$ cat src/rtl/timing_sync_gen.sv
// Display timing generator: free-running h/v counters, programmable sync/porch/active
// windows with per-signal polarity, and config shadows that swap only at frame boundaries.
module timing_sync_gen #(
    parameter int CW = 12
) (
    input  logic          clk,
    input  logic          i_resetn,
    input  logic          i_en,
    input  logic          i_cfg_upd,
    input  logic [CW-1:0] i_htot,
    input  logic [CW-1:0] i_hsw,
    input  logic [CW-1:0] i_hbp,
    input  logic [CW-1:0] i_hact,
    input  logic [CW-1:0] i_vtot,
    input  logic [CW-1:0] i_vsw,
    input  logic [CW-1:0] i_vbp,
    input  logic [CW-1:0] i_vact,
    input  logic          i_hs_pol,
    input  logic          i_vs_pol,
    input  logic          i_de_pol,
    output logic          o_hsync,
    output logic          o_vsync,
    output logic          o_de,
    output logic          o_frame_start,
    output logic          o_line_start,
    output logic [CW-1:0] o_hcnt,
    output logic [CW-1:0] o_vcnt,
    output logic          o_cfg_err
);

    localparam int SW = CW + 2;

    typedef enum logic {
        IDLE,
        RUN
    } state_t;

    state_t        state_q;
    logic [CW-1:0] hcnt_q, vcnt_q;
    logic [CW-1:0] htot_q, hsw_q, hbp_q, hact_q;
    logic [CW-1:0] vtot_q, vsw_q, vbp_q, vact_q;
    logic          hs_pol_q, vs_pol_q, de_pol_q;
    logic          pend_q;
    logic          hsync_q, vsync_q, de_q, frame_start_q, line_start_q, cfg_err_q;
    logic [CW-1:0] hcnt_out_q, vcnt_out_q;

    function automatic logic [SW-1:0] ext(input logic [CW-1:0] v);
        return {2'b00, v};
    endfunction

    // Window edges are computed two bits wider so large porches never wrap into range.
    logic [SW-1:0] h_de_lo, h_de_hi, v_de_lo, v_de_hi;
    logic          running, hs_act, vs_act, de_act;
    logic          line_end, frame_end, load_now, cfg_bad;

    assign h_de_lo = ext(hsw_q) + ext(hbp_q);
    assign h_de_hi = h_de_lo + ext(hact_q);
    assign v_de_lo = ext(vsw_q) + ext(vbp_q);
    assign v_de_hi = v_de_lo + ext(vact_q);

    assign running = (state_q == RUN);
    assign hs_act  = running && (hcnt_q < hsw_q);
    assign vs_act  = running && (vcnt_q < vsw_q);
    assign de_act  = running &&
                     (ext(hcnt_q) >= h_de_lo) && (ext(hcnt_q) < h_de_hi) &&
                     (ext(vcnt_q) >= v_de_lo) && (ext(vcnt_q) < v_de_hi);

    assign line_end  = (hcnt_q == htot_q);
    assign frame_end = running && line_end && (vcnt_q == vtot_q);

    // A request arriving on the frame-end cycle itself is honoured immediately.
    assign load_now = ((state_q == IDLE) && i_en) ||
                      (frame_end && (pend_q || i_cfg_upd));

    assign cfg_bad = (ext(i_hsw) + ext(i_hbp) + ext(i_hact) > ext(i_htot) + SW'(1)) ||
                     (ext(i_vsw) + ext(i_vbp) + ext(i_vact) > ext(i_vtot) + SW'(1)) ||
                     (i_hsw == '0) || (i_vsw == '0);

    always_ff @(posedge clk or negedge i_resetn) begin
        if (!i_resetn) begin
            state_q       <= IDLE;
            hcnt_q        <= '0;
            vcnt_q        <= '0;
            htot_q        <= '0;
            hsw_q         <= '0;
            hbp_q         <= '0;
            hact_q        <= '0;
            vtot_q        <= '0;
            vsw_q         <= '0;
            vbp_q         <= '0;
            vact_q        <= '0;
            hs_pol_q      <= 1'b0;
            vs_pol_q      <= 1'b0;
            de_pol_q      <= 1'b0;
            pend_q        <= 1'b0;
            hsync_q       <= 1'b0;
            vsync_q       <= 1'b0;
            de_q          <= 1'b0;
            frame_start_q <= 1'b0;
            line_start_q  <= 1'b0;
            cfg_err_q     <= 1'b0;
            hcnt_out_q    <= '0;
            vcnt_out_q    <= '0;
        end else begin
            hsync_q       <= hs_act ~^ hs_pol_q;
            vsync_q       <= vs_act ~^ vs_pol_q;
            de_q          <= de_act ~^ de_pol_q;
            frame_start_q <= running && (hcnt_q == '0) && (vcnt_q == '0);
            line_start_q  <= running && (hcnt_q == '0);
            hcnt_out_q    <= hcnt_q;
            vcnt_out_q    <= vcnt_q;

            pend_q <= load_now ? 1'b0 : (pend_q | i_cfg_upd);

            if (load_now) begin
                htot_q    <= i_htot;
                hsw_q     <= i_hsw;
                hbp_q     <= i_hbp;
                hact_q    <= i_hact;
                vtot_q    <= i_vtot;
                vsw_q     <= i_vsw;
                vbp_q     <= i_vbp;
                vact_q    <= i_vact;
                hs_pol_q  <= i_hs_pol;
                vs_pol_q  <= i_vs_pol;
                de_pol_q  <= i_de_pol;
                cfg_err_q <= cfg_bad;
            end

            case (state_q)
                IDLE: begin
                    hcnt_q <= '0;
                    vcnt_q <= '0;
                    if (i_en) begin
                        state_q <= RUN;
                    end
                end
                RUN: begin
                    if (line_end) begin
                        hcnt_q <= '0;
                        if (vcnt_q == vtot_q) begin
                            vcnt_q <= '0;
                            if (!i_en) begin
                                state_q <= IDLE;
                            end
                        end else begin
                            vcnt_q <= vcnt_q + CW'(1);
                        end
                    end else begin
                        hcnt_q <= hcnt_q + CW'(1);
                    end
                end
                default: begin
                    state_q <= IDLE;
                    hcnt_q  <= '0;
                    vcnt_q  <= '0;
                end
            endcase
        end
    end

    assign o_hsync       = hsync_q;
    assign o_vsync       = vsync_q;
    assign o_de          = de_q;
    assign o_frame_start = frame_start_q;
    assign o_line_start  = line_start_q;
    assign o_hcnt        = hcnt_out_q;
    assign o_vcnt        = vcnt_out_q;
    assign o_cfg_err     = cfg_err_q;

endmodule

$ cat config.mk
export PLATFORM = sky130hd
export DESIGN_NAME = timing_sync_gen
export DESIGN_NICKNAME = d
export VERILOG_FILES = /design/src/rtl/timing_sync_gen.sv
export SDC_FILE = /design/constraint.sdc
export NUM_CORES = 1
export LEC_CHECK = 0
export CORE_MARGIN = 2
export CORE_UTILIZATION = 45
export DETAILED_ROUTE_END_ITERATION = 10
export PLACE_DENSITY = 0.66
export SLEW_MARGIN = 20
export SYNTH_ARGS = -nofsm -noshare
export SYNTH_HDL_FRONTEND = slang
export SYNTH_SLANG_ARGS = --single-unit
$ cat constraint.sdc
create_clock -name clk -period 5.3 [get_ports clk]
set_input_delay 0.795 -clock clk [delete_from_list [all_inputs] [get_ports clk]]
set_output_delay 0.795 -clock clk [all_outputs]
set_load 0.1 [all_outputs]
# After elaboration in Yosys (flattened, before gate mapping)
# Index checks and enable logic that the tools add are counted.
[word_totals] output_inout_bits=30 elab_cells=82 regBits=155
[classes] eq_ne=3 addsub=12 reduce_logical=21 muxes=10 n_bitwise=5 order_cmp=8
[ops] op="adder 13 x 12 -> 14 bit" n=4
[ops] op="adder 12 x 12 -> 13 bit" n=4
[ops] op="zero test 12 bit" n=4
[ops] op="one-hot mux 12 bit (2 select lines)" n=2
[ops] op="2-to-1 mux 12 bit" n=3
[ops] op="greater-than comparator 14 x 13 -> 1 bit" n=2
[ops] op="less-than comparator 12 x 14 -> 1 bit" n=2
[ops] op="adder 12 x 1 -> 13 bit, second input constant" n=2
[ops] op=">= comparator 12 x 13 -> 1 bit" n=2
[ops] op="adder 12 x 1 -> 12 bit, second input constant" n=2
[ops] op="equality test 12 bit" n=2
[ops] op="less-than comparator 12 bit" n=2
[ops] op="logical AND 1 bit" n=12
[ops] op="logical OR 1 bit" n=5
[ops] op="2-to-1 mux 1 bit" n=4
[ops] op="bitwise XNOR 1 bit" n=3
[ops] op="inequality test 2 x 1 -> 1 bit, second input constant" n=1
[ops] op="one-hot mux 1 bit (2 select lines)" n=1
[ops] op="NOT 1 bit" n=1
[ops] op="bitwise OR 1 bit" n=1

# Longest topological paths before layout
[logic_depth] word_depth=7 ltp_mapped=23 mapped_depth_nobuf=23

# Worst setup path after synthesis
# OpenSTA, ideal clock, no wires.
[synth_path] path_type="reg2reg" start="register vsw_q[0]" end="register de_q, in the netlist o_de" required_ns=5.220 t_arrival_ns=4.108 path_slack_ns=1.112 path_buffers=0 path_stages_with_launch=22 cell_sequence="dfrtp_1 ha_1 fa_1 a21oi_1 nor2b_1 nor2_1 xnor2_1 ha_1 o21a_1 o31a_1 o31ai_1 nand2b_1 a21oi_1 xor2_1 ha_1 a211o_1 nor3_1 a31oi_1 a21oi_1 a2111oi_0 nor4_1 xnor2_1"
[synth_via] elab_chain_cells=5
[synth_lines] item="start, declared" line_no="41" source="logic [CW-1:0] vtot_q, vsw_q, vbp_q, vact_q;"
[synth_lines] item="start signal, assigned" line_no="121" source="vsw_q <= i_vsw;"
[synth_lines] item="adder 12 x 12 -> 13 bit *" line_no="58" source="assign v_de_lo = ext(vsw_q) + ext(vbp_q);"
[synth_lines] item="adder 13 x 12 -> 14 bit or >= comparator 12 x 13 -> 1 bit (tied branches)" line_no="59, 66"
[synth_lines] item="less-than comparator 12 x 14 -> 1 bit or logical AND 1 bit (tied branches)" line_no="66, 65"
[synth_lines] item="logical AND 1 bit *" line_no="66" source="(ext(vcnt_q) >= v_de_lo) && (ext(vcnt_q) < v_de_hi);"
[synth_lines] item="bitwise XNOR 1 bit *" line_no="107" source="de_q <= de_act ~^ de_pol_q;"
[synth_lines] item="end signal, assigned" line_no="107"
[synth_lines] item="end, declared" line_no="44" source="logic hsync_q, vsync_q, de_q, frame_start_q, line_start_q, cfg_err_q;"
# Every way passes the cells marked *; elsewhere a longest branch is shown, timed or not.
# A chain may end at the register's enable or synchronous reset.

# Worst setup path after layout
[layout_path] start="register hsw_q[0]" end="register de_q, in the netlist o_de"
[layout_via] elab_chain_cells=7
[layout_lines] item="start, declared" line_no="40" source="logic [CW-1:0] htot_q, hsw_q, hbp_q, hact_q;"
[layout_lines] item="start signal, assigned" line_no="117" source="hsw_q <= i_hsw;"
[layout_lines] item="adder 12 x 12 -> 13 bit *" line_no="56" source="assign h_de_lo = ext(hsw_q) + ext(hbp_q);"
[layout_lines] item="adder 13 x 12 -> 14 bit or >= comparator 12 x 13 -> 1 bit (tied branches)" line_no="57, 65"
[layout_lines] item="less-than comparator 12 x 14 -> 1 bit or logical AND 1 bit (tied branches)" line_no="65, 64"
[layout_lines] item="logical AND 1 bit * (2 in a row)" line_no="65" source="(ext(hcnt_q) >= h_de_lo) && (ext(hcnt_q) < h_de_hi) &&"
[layout_lines] item="logical AND 1 bit *" line_no="66"
[layout_lines] item="bitwise XNOR 1 bit *" line_no="107"
# Marks and branches as above.

==> reports/qor.yml <==
status:
  outcome: "finished clean"
sta:
  timing.hold.ws_ns: 0.274
  finClkSkew_ns: 0.0209
  tightestPinTransition_ns: 0.978
  rsz0062_at_grt: "no"
  slew_viol_final: 0
  fin_crit_ns: 4.69
  finalSetupViolations: 0
  fin_crit_sh_pct: 88.5
  fin_tns_setup_ns: 0
  hold_viol_final: 0
  timing.final.ws_setup_ns: 0.608
  timing.fmax_ghz: 0.213
  maxSlewHeadroom_pct: 34.6
clock_tree:
  post_cts_buffers: 0
  postCtsHoldBufs: 0
  cts_buffers: 17
  cts.clk_slew.worst_paths_ns: 0.07
  cts_sinks: 155
  htreeDepth: 4
  cts_tree: "yes"
  cts-root-buf: "clkbuf_16"
  cts_buffer_depth: 2
  cts_resized: 0
  clk-insertion-delay-late_ns: 0.44
yosys:
  synth_top_family_by_area: "adder cells"
  synth_top_area_share_pct: 32.1
  yosysSeqAreaShare_pct: 32.1
  synth_simple_gate_area_share_pct: 13.4
  synth_top_area_cell: "dfrtp_1"
  synth.avg_cell_area_um2: 10.0
  async_flop_share_pct: 100
  ys_ff_latch: 155
  syn_area_um2: 12100
  synth_compound_area_share_pct: 12.7
  synthAdderAreaFrac_pct: 22.8
  synth_flop_cell: "dfrtp_1"
  syn-instance-count: 1206
  synth_xor_area_share_pct: 8.28
  synthDistinctLibCells: 55
  synth-edff-count: 0
  yosysWarnings: 0
  synth_mux_area_share_pct: 7.08
  syn_nets: 1511
  ys_top_cells_by_area: "dfrtp_1, ha_1, mux2_2, fa_1, xnor2_1"
route:
  drc: 0
  wl_per_cell_um: 17.9
  wirelength_um: 30300
  num_vias: 9387
  ant_nets: 0
  via_per_inst: 5.54
  drtPass1Iterations: 5
  drtIter0Drc: 575
cells_and_area:
  fillers: 2315
  area_delta_synth_final_pct: 19.0
  final_area_um2: 14400
  fin_nets: 1650
  drive_above_1_share_pct: 8.91
  utilization_pct: 54.8
placement:
  hpwlAfterDp_um: 24300
  place_area_um2: 13700
  gp_congestion: 0.927
  io_buffers: 132
  place_ws_ns: 0.382
worst_setup_path:
  critPathRequiredTime_ns: 5.65
  crit_path_max_fanout: 3
  max_stage_delay_ns: 0.43
  worstSetupPathType: "reg2reg"
  path_cells: "ha_1 > fa_1 > a211oi_1 > o21ai_0 > a31oi_1 > xnor2_1 > ha_1 > a21oi_1 > nor3b_1 > nand4_1 > a31oi_1 > xnor2_1 > ha_1 > a21o_1 > a221oi_1 > nor4_1 > nor4_1 > xnor2_1"
  arrival_ns: 5.05
  cp-end-kind: "flip-flop"
  worst_path_max_delay_cell: "fa_1"
  startpoint_type: "flip-flop"
die:
  rows: 59
  die_x_um: 168
  start_util_pct: 46.0
  core_area_um2: 26200
  num_io_pins: 133
  die_area_um2: 28100
  die_y_um: 168
power:
  power.density_nw_per_um2: 339
  vdd_ir_drop_max_mv: 0.155
  power_leakage_nw: 6.83
global_route:
  grt_pass1_vias: 9301
  grt_max_degree: 63
  grt-ovfl-total: 0
  antenna_found_initial: 1
  grt.total_usage_pct: 22.4
  grt_pass1_wl_um: 49100
min_path:
  min_path_type: "in2async"
flow_run:
  cap_violations: 0
-- sequential cells by signal (all words and copies together) (netlist names), 12 cells and up --
register,count
hbp_q,12
hsw_q,12
o_hcnt,12
o_vcnt,12
vsw_q,12
vbp_q,12
hact_q,12
hcnt_q,12
vact_q,12
htot_q,12
vcnt_q,12
vtot_q,12
-- per-layer routing --
metal | share of wire, % | track usage [%] | up-vias | routed length (um)
li1 | - | - | 4627 | -
met2 | 44 | 34.8 | 180 | 13400
met5 | 0 | 0 | - | 0
met1 | 51 | 33.0 | 4555 | 15300
met4 | 1.5 | 5.44 | 0 | 456
met3 | 3.7 | 3.07 | 25 | 1130
-- cell usage in the layout, fill, tap and decap left out, types with 4 or more instances in the layout --
cell	n
nor4_1	17
nand4_1	24
nor3_1	17
xor2_1	54
clkinv_4	5
nor2_1	58
ha_1	172
o21ai_0	79
a21o_1	25
or2_2	4
xnor2_1	60
and3_1	20
a211o_1	6
nand2b_1	21
o31ai_1	6
o211ai_1	4
inv_1	79
dfrtp_1	155
clkbuf_16	17
a41oi_1	6
or3_1	7
mux2_2	75
nor2b_1	20
nand2_1	77
o2111ai_1	7
nand3_1	37
clkdlybuf4s50_1	131
a31oi_1	8
fa_1	30
a211oi_1	6
a21oi_1	61
o21a_1	18
-- power by group --
part,switching (W),internal (W)
registers,0.000185,0.00130
clock network,0.000524,0.000784
logic,0.00118,0.000888
total,0.00189,0.00297
-- cell type report --
class	count	area, um2	share of cell area, %
multi-input cells	955	7750	54.0
flip-flops and latches	155	3880	27.0
repair buffers	137	1390	9.64
clock buffers	20	467	3.25
well taps	335	419	2.92
inverters	79	297	2.06
clock inverters	12	161	1.12
diodes	1	2.50	0.0174
-- synthesized netlist by cell type, drive strengths merged (2+ instances only) --
cell     number
a211o         6
nand4        25
xnor2        60
a21boi        3
o22ai         4
a21oi        61
clkbuf        4
o2111ai       7
a21o         25
or2           4
nand2b       21
ha          172
nor2         58
mux2         75
and3         20
nor3         18
o31ai         6
o21bai        3
nor3b         2
xor2         54
o211ai        4
nand3        37
dfrtp       155
a211oi        6
buf          13
nor2b        20
nand2        77
and2          2
a31oi         8
nor4         17
inv          79
o211a         3
or3           7
and4          3
nor4b         2
a41oi         6
or4           2
o21a         18
o21ai        80
fa           30
-- worst paths after layout --
check | slack, ns | startpoint | cells after the start | to
setup reg to reg | 0.61 | hsw_q[0]$_DFFE_PN0P_ | 18 | o_de$_DFF_PN0_
setup / recovery | 0.61 | hsw_q[0]$_DFFE_PN0P_ | 18 | o_de$_DFF_PN0_
max in group asynchronous | 3.86 | i_resetn | 2 | vbp_q[6]$_DFFE_PN0P_
min in group clk | 0.51 | pend_q$_DFF_PN0_ | 2 | pend_q$_DFF_PN0_
hold reg to reg | 0.51 | pend_q$_DFF_PN0_ | 2 | pend_q$_DFF_PN0_
hold / removal | 0.27 | i_resetn | 1 | vtot_q[2]$_DFFE_PN0P_
-- cell families after synthesis --
logic type	count (synthesis)
and+or+nand+nor	317
AOI/OAI and AO/OA	246
adders and majority gates	202
DFF	155
xor gates and xnor gates	114
buffers and inverters	96
muxes	76
-- critical path: cells and delay by family (launching register included) --
kind	cells	cell delay (ns)
xor gates and xnor gates	3	0.53
DFF	1	0.40
and+or+nand+nor	4	0.81
AOI/OAI and AO/OA	7	1.61
adders and majority gates	4	1.27
-- per-stage QoR --
step | total power (W) | cells
floorplan | 0.00297 | 1206
global placement | 0.00352 | 1661
detailed placement | 0.00357 | 1661
CTS | 0.00490 | 1693
global route | 0.00521 | 1694
finish | 0.00486 | 1694
No activity file was read; power rests on OpenSTA's default activity.
